<file path="src/rtl/game_round_controller.sv">
// rtl/game_round_controller.sv - multi-round countdown game sequencer with seconds prescaler
// Optional BONUS_TIME_EN: every 10th point scored in RUN adds 5 seconds to TimeLeft.
module game_round_controller #(
  parameter int TICKS_PER_SEC = 50000000,
  parameter int ROUND_SECONDS = 30,
  parameter int NUM_ROUNDS    = 3
) (
  input  logic       i_Clock,
  input  logic       i_Reset,
  input  logic       i_Start,
  input  logic       i_Pause,
  input  logic       i_Hit,
  output logic [7:0] o_TimeLeft,
  output logic [7:0] o_Score,
  output logic [7:0] o_HighScore,
  output logic [1:0] o_Round,
  output logic       o_Busy,
  output logic       o_RoundDone,
  output logic       o_GameOver
);

  localparam logic [26:0] TERM_COUNT = 27'(TICKS_PER_SEC - 1);
  localparam logic [7:0]  RELOAD     = 8'(ROUND_SECONDS);
  localparam logic [1:0]  LAST_ROUND = 2'(NUM_ROUNDS);

  typedef enum logic [2:0] {
    IDLE,
    RUN,
    PAUSE,
    ROUND_END,
    GAME_OVER
  } state_t;

  state_t      r_state, w_state_nxt;
  logic [26:0] r_prescale, w_prescale_nxt;
  logic [7:0]  r_time, w_time_nxt;
  logic [7:0]  r_score, w_score_nxt;
  logic [7:0]  r_high, w_high_nxt;
  logic [1:0]  r_round, w_round_nxt;
  logic        r_start_q;
  logic        r_busy, w_busy_nxt;
  logic        r_round_done, w_round_done_nxt;
  logic        r_game_over, w_game_over_nxt;
  logic        w_start_edge;
  logic        w_tick;
  logic        w_hit_ok;
  logic [7:0]  w_time_run;

  assign w_start_edge = i_Start & ~r_start_q;
  assign w_hit_ok     = i_Hit && (r_score != 8'd255);

  always_comb begin
    w_state_nxt    = r_state;
    w_prescale_nxt = r_prescale;
    w_time_nxt     = r_time;
    w_score_nxt    = r_score;
    w_high_nxt     = r_high;
    w_round_nxt    = r_round;
    w_tick         = 1'b0;
    w_time_run     = r_time;

    case (r_state)
      IDLE, GAME_OVER: begin
        if (w_start_edge) begin
          w_state_nxt    = RUN;
          w_score_nxt    = 8'd0;
          w_round_nxt    = 2'd1;
          w_time_nxt     = RELOAD;
          w_prescale_nxt = 27'd0;
        end
      end

      RUN: begin
        if (r_prescale == TERM_COUNT) begin
          w_tick         = 1'b1;
          w_prescale_nxt = 27'd0;
        end else begin
          w_prescale_nxt = r_prescale + 27'd1;
        end
        if (w_hit_ok) begin
          w_score_nxt = r_score + 8'd1;
        end
        w_time_run = w_tick ? (r_time - 8'd1) : r_time;
`ifdef BONUS_TIME_EN
        // Bonus is folded in after the tick so a coinciding tick yields TimeLeft-1+5.
        if (w_hit_ok && (((r_score + 8'd1) % 8'd10) == 8'd0)) begin
          w_time_run = (w_time_run > 8'd94) ? 8'd99 : (w_time_run + 8'd5);
        end
`endif
        w_time_nxt = w_time_run;
        if (w_tick && (w_time_run == 8'd0)) begin
          w_state_nxt = ROUND_END;
        end else if (i_Pause) begin
          w_state_nxt = PAUSE;
        end
      end

      PAUSE: begin
        if (!i_Pause) begin
          w_state_nxt = RUN;
        end
      end

      ROUND_END: begin
        if (r_round == LAST_ROUND) begin
          w_state_nxt = GAME_OVER;
          if (r_score > r_high) begin
            w_high_nxt = r_score;
          end
        end else begin
          w_state_nxt    = RUN;
          w_round_nxt    = r_round + 2'd1;
          w_time_nxt     = RELOAD;
          w_prescale_nxt = 27'd0;
        end
      end

      default: begin
        w_state_nxt = IDLE;
      end
    endcase

    w_busy_nxt       = (w_state_nxt == RUN) || (w_state_nxt == PAUSE) ||
                       (w_state_nxt == ROUND_END);
    w_round_done_nxt = (w_state_nxt == ROUND_END);
    w_game_over_nxt  = (w_state_nxt == GAME_OVER);
  end

  always_ff @(posedge i_Clock) begin
    if (i_Reset) begin
      r_state      <= IDLE;
      r_prescale   <= 27'd0;
      r_time       <= RELOAD;
      r_score      <= 8'd0;
      r_high       <= 8'd0;
      r_round      <= 2'd0;
      r_start_q    <= 1'b1;
      r_busy       <= 1'b0;
      r_round_done <= 1'b0;
      r_game_over  <= 1'b0;
    end else begin
      r_state      <= w_state_nxt;
      r_prescale   <= w_prescale_nxt;
      r_time       <= w_time_nxt;
      r_score      <= w_score_nxt;
      r_high       <= w_high_nxt;
      r_round      <= w_round_nxt;
      r_start_q    <= i_Start;
      r_busy       <= w_busy_nxt;
      r_round_done <= w_round_done_nxt;
      r_game_over  <= w_game_over_nxt;
    end
  end

  assign o_TimeLeft  = r_time;
  assign o_Score     = r_score;
  assign o_HighScore = r_high;
  assign o_Round     = r_round;
  assign o_Busy      = r_busy;
  assign o_RoundDone = r_round_done;
  assign o_GameOver  = r_game_over;

endmodule

</file>
<file path="config.mk">
export PLATFORM = sky130hd
export DESIGN_NAME = game_round_controller
export DESIGN_NICKNAME = d
export VERILOG_FILES = /design/src/rtl/game_round_controller.sv
export SDC_FILE = /design/constraint.sdc
export NUM_CORES = 1
export LEC_CHECK = 0
export BUFFER_PORTS_ARGS = -buffer_cell sky130_fd_sc_hd__buf_2
export CORE_UTILIZATION = 50
export CTS_CLUSTER_DIAMETER = 100
export CTS_CLUSTER_SIZE = 20
export DETAILED_ROUTE_END_ITERATION = 8
export PLACE_DENSITY = 0.72
export SLEW_MARGIN = 25
export SYNTH_ARGS = -nofsm -noshare
export SYNTH_HDL_FRONTEND = slang
export SYNTH_SLANG_ARGS = --single-unit
</file>
<file path="constraint.sdc">
create_clock -name i_Clock -period 2.2 [get_ports i_Clock]
set_input_delay 0.11 -clock i_Clock [delete_from_list [all_inputs] [get_ports i_Clock]]
set_output_delay 0.11 -clock i_Clock [all_outputs]
set_load 0.01 [all_outputs]
</file>
* Word-level counts from Yosys, hierarchy flattened *
Cells that the tools add are included.

storage, ports and cells
  flip-flop bits (word level) = 60

cells by class
  mux-type cells = 22
  order comparisons = 1
  bitwise logic cells = 2
  equal/unequal tests = 14
  add/subtract/negate cells = 4
  reduce and logical (&&, ||, !) cells = 14

operators with widths
  kind                                                    count
  2-to-1 mux 27 bit                                       3
  one-hot mux 27 bit (3 select lines)                     1
  2-to-1 mux 8 bit                                        5
  adder 27 x 1 -> 27 bit (second input constant)          1
  equality test 27 x 26 -> 1 bit (second input constant)  1
  one-hot mux 8 bit (3 select lines)                      1
  one-hot mux 8 bit (2 select lines)                      1
  2-to-1 mux 3 bit                                        5
  equality test 3 x 2 -> 1 bit (second input constant)    4
  one-hot mux 3 bit (4 select lines)                      1
  AND reduction 3 bit                                     4
  adder 8 x 1 -> 8 bit (second input constant)            1
  > comparator 8 bit                                      1
  logical NOT 8 bit                                       1
  != test 8 bit (second input constant)                   1
  subtractor 8 x 1 -> 8 bit (second input constant)       1
  equality test 3 x 1 -> 1 bit (second input constant)    2
  equality test 3 bit (second input constant)             2
  != test 2 bit (second input constant)                   3
  2-to-1 mux 2 bit                                        2
  one-hot mux 2 bit (2 select lines)                      1
  nonzero test 2 bit                                      2
  logical NOT 3 bit                                       1
  nonzero test 3 bit                                      1
  8 further kinds                                         11

* Logic depth before layout (Yosys ltp) *
Gate-level depths: netlist of run 1.

  word-level depth = 11
  mapped depth = 8
  depth with buffers taken out = 7

* Worst setup path after synthesis of run 1 *
Ideal clock, no wire load.

  kind = reg-to-reg
  start point = register r_prescale[7]
  end point = register r_time[3] (netlist: o_TimeLeft[3])
  path buffers = 1
  cell stages (with the launch flop) = 7
  slack = -24 ps
  period minus slack after synthesis = 2,224 ps
  data arrival time = 2,102 ps
  library setup time = 122 ps
  path through = dfxtp_1 > or4_1 > or4b_1 > buf_6 > nor2_8 > nand4b_1 > a221o_1

between the ends
  cells in the longest elaborated chain, start to end = 5

RTL lines
  item                                RTL line  source
  start, declared                     35        logic [26:0] r_prescale, w_prescale_nxt;
  start signal, assigned              143       r_prescale <= w_prescale_nxt;
  equality test 27 x 26 -> 1 bit      74        if (r_prescale == TERM_COUNT) begin
  2-to-1 mux 1 bit                    74
  2-to-1 mux 1 bit                    62        case (r_state)
  2-to-1 mux 8 bit                    83        w_time_run = w_tick ? (r_time - 8'd1) : r_time;
  one-hot mux 8 bit (3 select lines)  62
  end signal, assigned                144       r_time <= w_time_nxt;
  end, declared                       36        logic [7:0] r_time, w_time_nxt;

Every way passes these cells. The select of a mux whose other input is x is not followed.
A chain may end at the register's enable or synchronous reset.

* Worst setup path after layout of run 1 *
  start point = register r_prescale[7]
  end point = register r_state[0]

between the ends
  cells in the longest elaborated chain, start to end = 8

RTL lines
  item                                    RTL line  source
  equality test 27 x 26 -> 1 bit (*)      74
  2-to-1 mux 1 bit (*)                    74
  2-to-1 mux 1 bit (*)                    62
  2-to-1 mux 8 bit                        83
  logical NOT 8 bit                       91        if (w_tick && (w_time_run == 8'd0)) begin
  logical AND 1 bit (*)                   91
  2-to-1 mux 3 bit (*)                    91
  one-hot mux 3 bit (4 select lines) (*)  62
  end signal, assigned                    142       r_state <= w_state_nxt;
  end, declared                           34        state_t r_state, w_state_nxt;

Mark *: on every way between the ends. The rest lies on a longest branch, timed or not. The select of a mux whose other input is x is not followed.

==> impl_metrics.env, run 1 <==
export IMPL_synth_warnings=0
export IMPL_worstRegToRegCells=5
export IMPL_critPathKind="register to register"
export IMPL_grt_pass1_wl_um=11900
export IMPL_required_ns=2.40
export IMPL_grt_antenna_before_repair=0
export IMPL_grt_max_degree=35
export IMPL_die_h_um=82.6
export IMPL_areaGrowthSynthToFinish_pct=20.1
export IMPL_grt_pass1_vias=2506
export IMPL_gp_congestion=0.868
export IMPL_fin_area_um2=3900
export IMPL_drc=0
export IMPL_yosysSeqAreaShare_pct=37.0
export IMPL_min_to="r_state[1]$_SDFF_PP0_"
export IMPL_vdd_drop_max_mv=0.376
export IMPL_setup_viol=1
export IMPL_rr_endpoint="r_state[0]$_SDFF_PP0_"
export IMPL_violations="negative setup slack"
export IMPL_ff2ff_setup_slack_ns=-0.005
export IMPL_path_max_fanout=6
export IMPL_postRouteAntennaNets=0
export IMPL_drt_iter0_drc=140
export IMPL_overflow=0
export IMPL_wl_um=7660
export IMPL_finalCriticalPeriod_ns=2.20
export IMPL_synthCells=383
export IMPL_powerDensity_nw_per_um2=552
export IMPL_worst_slack_ns=-0.00477
export IMPL_cts_buffer_depth=2
export IMPL_fmax_ghz=0.454
export IMPL_cts_made_buffers=9
export IMPL_synth_edf_count=0
export IMPL_portBuffers=33
export IMPL_drive_gt1_share_pct=21.6
export IMPL_dp_hpwl_um=5450
export IMPL_worst_path_buf_inv=0
export IMPL_rsz0062_at_grt="true"
export IMPL_dp_cells=509
export IMPL_dr_pass1_iters=4
export IMPL_drv_slew=0
export IMPL_skew_ns=0.0105
export IMPL_slew_headroom_pct=55.9
export IMPL_vias_per_cell=5.76
export IMPL_numClockSinks=60
export IMPL_fin_nets=461
export IMPL_power_total_mw=2.16
export IMPL_startpoint_type="register"
export IMPL_routedWlPerCell_um=14.6
export IMPL_synthFlopType="dfxtp_1"
export IMPL_slowest_delay_ns=0.60
export IMPL_die_x_um=82.6
export IMPL_tritoncts="yes"
export IMPL_slowest_stage="or4b_4"
export IMPL_ctsRootBufferMaster="clkbuf_8"
export IMPL_fin_crit_sh_pct=100
export IMPL_status="finished, violations left"
export IMPL_min_path_cells=3
export IMPL_drv_cap=0
export IMPL_clkLatencyLatePin_ns=0.34
export IMPL_synth_cell_types=59
export IMPL_min_from="i_Pause"
export IMPL_core_area_um2=6310
export IMPL_hold_viol_final=0
export IMPL_crit_chain="or4_4, or4b_4, o31a_1, o211ai_2, o21ai_1"
export IMPL_leakage_nw=1.49
export IMPL_worst_pin_slew_ns=0.658
export IMPL_place_area_um2=3680
export IMPL_dieArea_um2=6830
export IMPL_end_kind="register"
export IMPL_crit_family="simple AND/OR/NAND/NOR gates"
export IMPL_insertedDiodeCount=0
export IMPL_synthArstFlopShare_pct=0
export IMPL_h_tree_depth=3
export IMPL_avgSynthCellArea_um2=8.49
export IMPL_clk_pin_slew_ns=0.06
export IMPL_stdcell_count=526
export IMPL_io_pins=34
export IMPL_start_util_pct=51.5
export IMPL_synth_cell_area_um2=3250
export IMPL_min_path_type="input pin to register"
export IMPL_r2r_start="r_prescale[7]$_SDFFE_PP0P_"
export IMPL_syn_num_nets=400
export IMPL_vias=3028
export IMPL_grt_use_total_pct=23.1
export IMPL_rows=29
export IMPL_synth_seq_cells=60
export IMPL_worstPathArrival_ns=2.40
[worst max path at each step]
stage / slack, ns / cells past startpoint / endpoint / start
after global routing: -0.06 / 5 / r_state[1]$_SDFF_PP0_ / r_prescale[7]$_SDFFE_PP0P_
after floorplan: 0.03 / 6 / o_TimeLeft[3]$_SDFFE_PP1P_ / r_prescale[7]$_SDFFE_PP0P_
after global placement: 0.02 / 6 / r_state[0]$_SDFF_PP0_ / r_prescale[7]$_SDFFE_PP0P_
final: -0.005 / 5 / r_state[0]$_SDFF_PP0_ / r_prescale[7]$_SDFFE_PP0P_
after CTS: 0.006 / 6 / r_state[0]$_SDFF_PP0_ / r_prescale[7]$_SDFFE_PP0P_
after detailed placement: -0.02 / 6 / r_state[0]$_SDFF_PP0_ / r_prescale[7]$_SDFFE_PP0P_
[cell usage after synthesis (2+ instances only)]
cell type	number	share of area, %
a211oi_1	7	1.6
a21o_1	5	1.2
a21oi_1	27	4.2
a221o_1	2	0.62
a311oi_1	3	0.81
a31oi_1	3	0.58
a41oi_1	2	0.54
and2_1	2	0.38
and3_1	6	1.2
and4_1	3	0.81
buf_1	2	0.23
buf_6	3	1.0
clkbuf_1	11	1.3
dfxtp_1	60	37
ha_1	12	4.6
inv_1	16	1.8
nand2_1	16	1.8
nand2b_1	7	1.3
nand3_1	20	3.1
nand3b_1	2	0.46
nand4_1	10	1.9
nand4b_1	6	1.6
nor2_1	42	4.8
nor2b_1	3	0.58
nor3_1	7	1.1
nor4_1	3	0.58
nor4_2	2	0.77
o2111ai_1	10	2.7
o211ai_1	6	1.4
o21a_1	2	0.46
o21ai_0	22	3.4
o21ai_1	2	0.31
o31a_1	2	0.54
or2_2	3	0.58
or3_1	3	0.58
or4_1	6	1.4
xnor2_1	7	1.9
xor2_1	17	4.6
[kinds of logic after synthesis]
family / Yosys count / share of synthesized area, %
AO/OA/AOI/OAI: 103 / 21.0
XOR/XNOR: 24 / 6.47
adder cells (fa/ha/maj): 12 / 4.62
buffers and inverters: 33 / 4.54
flip-flops: 60 / 37.0
multiplexers: 2 / 0.654
AND/OR/NAND/NOR: 149 / 25.8
[registers in the layout, indices dropped and copies added (netlist names), 2 cells and up]
| register | cells |
|---|---|
| r_prescale | 27 |
| o_HighScore | 8 |
| o_Score | 8 |
| o_TimeLeft | 8 |
| r_state | 3 |
| o_Round | 2 |
[final cells by class]
class / instances / area, µm²
Fill cell: 546 / 2410
Sequential cell: 60 / 1200
Clock buffer: 15 / 176
Clock inverter: 1 / 5.00
Inverter: 16 / 60.1
Timing Repair Buffer: 67 / 435
Multi-Input combinational cell: 290 / 1930
Tap cell: 77 / 96.3
[power breakdown]
part / switching, mW / leakage (nW) / internal [mW]
Combinational: 0.0877 / 0.917 / 0.0487
Clock: 0.420 / 0.0937 / 0.502
Sequential: 0.00502 / 0.484 / 1.09
[repair_timing]
action	in CTS	in global routing
hold buffers	1	0
buffers inserted	0	1
endpoints found under the hold margin	1	0
pin swaps	2	4
setup endpoints to repair	6	27
resized for setup	4	3
[layout by cell type, fill, tap and decap left out, types with 3 or more instances in the layout]
| cell | Yosys | routed |
|---|---|---|
| o21ai_0 | 22 | 21 |
| nor2b_1 | 3 | 3 |
| a21o_1 | 5 | 5 |
| and3_1 | 6 | 6 |
| nand2_1 | 16 | 16 |
| nand4_1 | 10 | 10 |
| xnor2_1 | 7 | 7 |
| buf_2 | 1 | 33 |
| clkbuf_1 | 11 | 3 |
| and4_1 | 3 | 3 |
| or3_1 | 3 | 3 |
| nor3_1 | 7 | 7 |
| a211oi_1 | 7 | 7 |
| nor2_1 | 42 | 42 |
| nor4_1 | 3 | 3 |
| a31oi_1 | 3 | 3 |
| nand3_1 | 20 | 20 |
| ha_1 | 12 | 12 |
| or4_1 | 6 | 5 |
| inv_1 | 16 | 16 |
| a311oi_1 | 3 | 3 |
| nand4b_1 | 6 | 6 |
| nand2b_1 | 7 | 7 |
| clkbuf_8 | 0 | 12 |
| xor2_1 | 17 | 17 |
| or2_2 | 3 | 3 |
| a21oi_1 | 27 | 26 |
| dfxtp_1 | 60 | 60 |
| buf_4 | 0 | 32 |
| o2111ai_1 | 10 | 10 |
| o21ai_1 | 2 | 3 |
| o211ai_1 | 6 | 6 |
[layer usage]
layer	track usage, %	vias to the layer above	routed length (µm)
met5	0	-	0
met4	8.97	0	69
met3	4.51	8	395
met2	33.1	68	3270
met1	33.7	1405	3930
li1	-	1547	-
[per-stage QoR]
stage	hold slack [ns]	TNS [ns]	setup slack, ns	util (%)
after floorplan	0.217	0	0.0277	-
after global placement	0.334	0	0.0172	58.4
after detailed placement	0.344	-0.0375	-0.0169	58.4
after CTS	0.0378	0	0.00578	61.6
after global routing	0.0525	-0.103	-0.0553	61.8
final	0.0464	-0.00477	-0.00477	61.8
[tightest hold or removal path: stages]
cell and delay, ns:
buf_2 0.11, nand2b_1 0.06, o21ai_1 0.05
(Power assumes the default switching activity.)
==> run 2, diff against run 1 <==
- CORE_UTILIZATION: 50 -> 53
- PLACE_DENSITY: 0.72 -> 0.76
==> run 2 against run 1 <==
The run still ends with negative setup slack left. Routed wire length increased by 8.5%. Cell area is 0.87% higher. Critical path depth increased by 1. Maximum frequency fell by 0.31%. Register-to-register slack barely moved. Die area decreased by 5.5%. Combinational power is essentially flat.
==> impl_metrics.env, run 2 (same netlist as run 1, synthesis figures left out) <==
export IMPL_status="finished, violations left"
export IMPL_violations="negative setup slack"
export IMPL_final_common_cell="dfxtp_1"
export IMPL_routedWlPerCell_um=15.9
export IMPL_pwr_share_clk_pct=48.7
export IMPL_p_sw_share_pct=22.4
export IMPL_crit_chain="or4_4, or4b_4, o21ai_4, a21o_2, buf_12, o21ai_1"
export IMPL_worstPathArrival_ns=2.44
export IMPL_n_fill_cell=496
export IMPL_start_util_pct=54.9
export IMPL_critPathKind="register to register"
export IMPL_overflow=0
export IMPL_ff2ff_setup_slack_ns=-0.01
export IMPL_areaGrowthSynthToFinish_pct=21.1
export IMPL_clkLatencyLatePin_ns=0.34
export IMPL_path_max_fanout=20
export IMPL_fin_nets=459
export IMPL_die_x_um=80.3
export IMPL_combinationalPowerShare_pct=5.7
export IMPL_dp_hpwl_um=5720
export IMPL_multi_input_area_um2=1930
export IMPL_portBuffers=33
export IMPL_fmax_ghz=0.452
export IMPL_slowest_delay_ns=0.65
export IMPL_rr_endpoint="o_TimeLeft[0]$_SDFFE_PP0P_"
export IMPL_ff_latch_area_um2=1200
export IMPL_vias=3216
export IMPL_regMostFlops="r_prescale"
export IMPL_slowest_stage="or4b_4"
export IMPL_hold_viol_final=0
export IMPL_worstSetupStartpoint="r_prescale[7]$_SDFFE_PP0P_"
export IMPL_ctsHoldBuffers=0
export IMPL_worst_slack_ns=-0.0115
export IMPL_numClockSinks=60
export IMPL_hold_ws_ns=0.0153
export IMPL_tritoncts="yes"
export IMPL_drt_iter0_drc=178
export IMPL_clk_pin_slew_ns=0.07
export IMPL_grt_max_degree=35
export IMPL_rows=28
export IMPL_grt_antenna_before_repair=0
export IMPL_r2r_start="r_prescale[7]$_SDFFE_PP0P_"
export IMPL_power_total_mw=2.40
export IMPL_startpoint_type="register"
export IMPL_dieArea_um2=6450
export IMPL_drv_cap=0
export IMPL_setup_viol=4
export IMPL_min_path_type="input pin to register"
export IMPL_gp_congestion=0.842
export IMPL_final_cell_mix="dfxtp_1 (60), nor2_1 (42), buf_2 (33)"
export IMPL_required_ns=2.43
export IMPL_worst_pin_slew_ns=0.595
export IMPL_grt_pass1_wl_um=13600
export IMPL_die_h_um=80.3
export IMPL_rsz0062_at_grt="true"
export IMPL_postRouteAntennaNets=0
export IMPL_vias_per_cell=6.16
export IMPL_powerDensity_nw_per_um2=611
export IMPL_largest_reg_flops=27
export IMPL_wl_um=8320
export IMPL_vdd_drop_max_mv=0.445
export IMPL_cts_made_buffers=9
export IMPL_ctsRootBufferMaster="clkbuf_8"
export IMPL_seqPwrFrac_pct=45.6
export IMPL_leakage_nw=1.51
export IMPL_drive_gt1_share_pct=22.1
export IMPL_worstSetupEndpoint="o_TimeLeft[0]$_SDFFE_PP0P_"
export IMPL_fin_crit_sh_pct=101
export IMPL_insertedDiodeCount=0
export IMPL_slew_headroom_pct=59.3
export IMPL_end_kind="register"
export IMPL_io_pins=34
export IMPL_cts_buffer_depth=2
export IMPL_drc=0
export IMPL_finalSetupTns_ns=-0.0189
export IMPL_drv_slew=0
export IMPL_grt_pass1_vias=2904
export IMPL_worstRegToRegCells=6
export IMPL_core_area_um2=5920
export IMPL_grt_use_total_pct=27.4
export IMPL_p_int_mw=1.87
export IMPL_p_switching_mw=0.538
export IMPL_h_tree_depth=3
export IMPL_dr_pass1_iters=5
export IMPL_finalCriticalPeriod_ns=2.21
export IMPL_skew_ns=0.0104
==> run 2: cell type report <==
cell class                 count  share of cell area (%)
clock buffer                  12                    4.19
clock inverter                 4                    1.78
inverter                      16                    1.53
multi-input combinational    290                    49.0
sequential                    60                    30.5
tap                           75                    2.38
timing repair buffer          65                    10.6
==> run 2: worst min path at each step <==
stage                                end    start  cells past startpoint  slack, ns
floorplan           r_start_q$_SDFF_PP1_  i_Start                      1       0.22
global placement    r_start_q$_SDFF_PP1_  i_Start                      2       0.35
detailed placement  r_start_q$_SDFF_PP1_  i_Start                      2       0.36
CTS                 r_start_q$_SDFF_PP1_  i_Start                      2      0.003
global route        r_start_q$_SDFF_PP1_  i_Start                      2      0.003
finish              r_start_q$_SDFF_PP1_  i_Start                      2       0.02
==> run 2: per-stage QoR <==
step	instances	setup WS, ns	util [%]	cell area [µm²]
after floorplan	383	0.0277	-	3250
after global placement	505	0.0201	61.9	3670
after detailed placement	505	-0.0503	61.9	3670
after CTS	521	0.00435	66.1	3910
after global routing	522	-0.104	66.5	3940
final	522	-0.0115	66.5	3940
==> run 2: repair_timing <==
item,in CTS,in global routing
pin swaps,2,6
buffers inserted,0,2
gates resized for setup,3,5
endpoints found under the setup margin,13,28
==> run 2: critical path: cells and delay by family (launching register included) <==
kind | cells | cell delay (ns)
flip-flops | 1 | 0.32
buffers and inverters | 1 | 0.15
AND/OR/NAND/NOR | 2 | 1.18
AO/OA/AOI/OAI | 3 | 0.44
==> run 2: power by group through the flow <==
stage                     sequential, mW  combinational, mW  clock, mW
after floorplan                     1.12             0.0838          0
after global placement              1.12              0.130          0
after detailed placement            1.12              0.132          0
after CTS                           1.10              0.134       1.19
after global routing                1.10              0.149       1.24
final                               1.10              0.137       1.17
==> run 2: metal layers <==
layer  up-vias  share of wire [%]  global-route usage, %
met3        15                6.0                   7.61
met5         -                  0                      0
li1       1534                  -                      -
met4         0                1.7                   9.64
met2       112                 47                   42.1
met1      1555                 45                   36.5
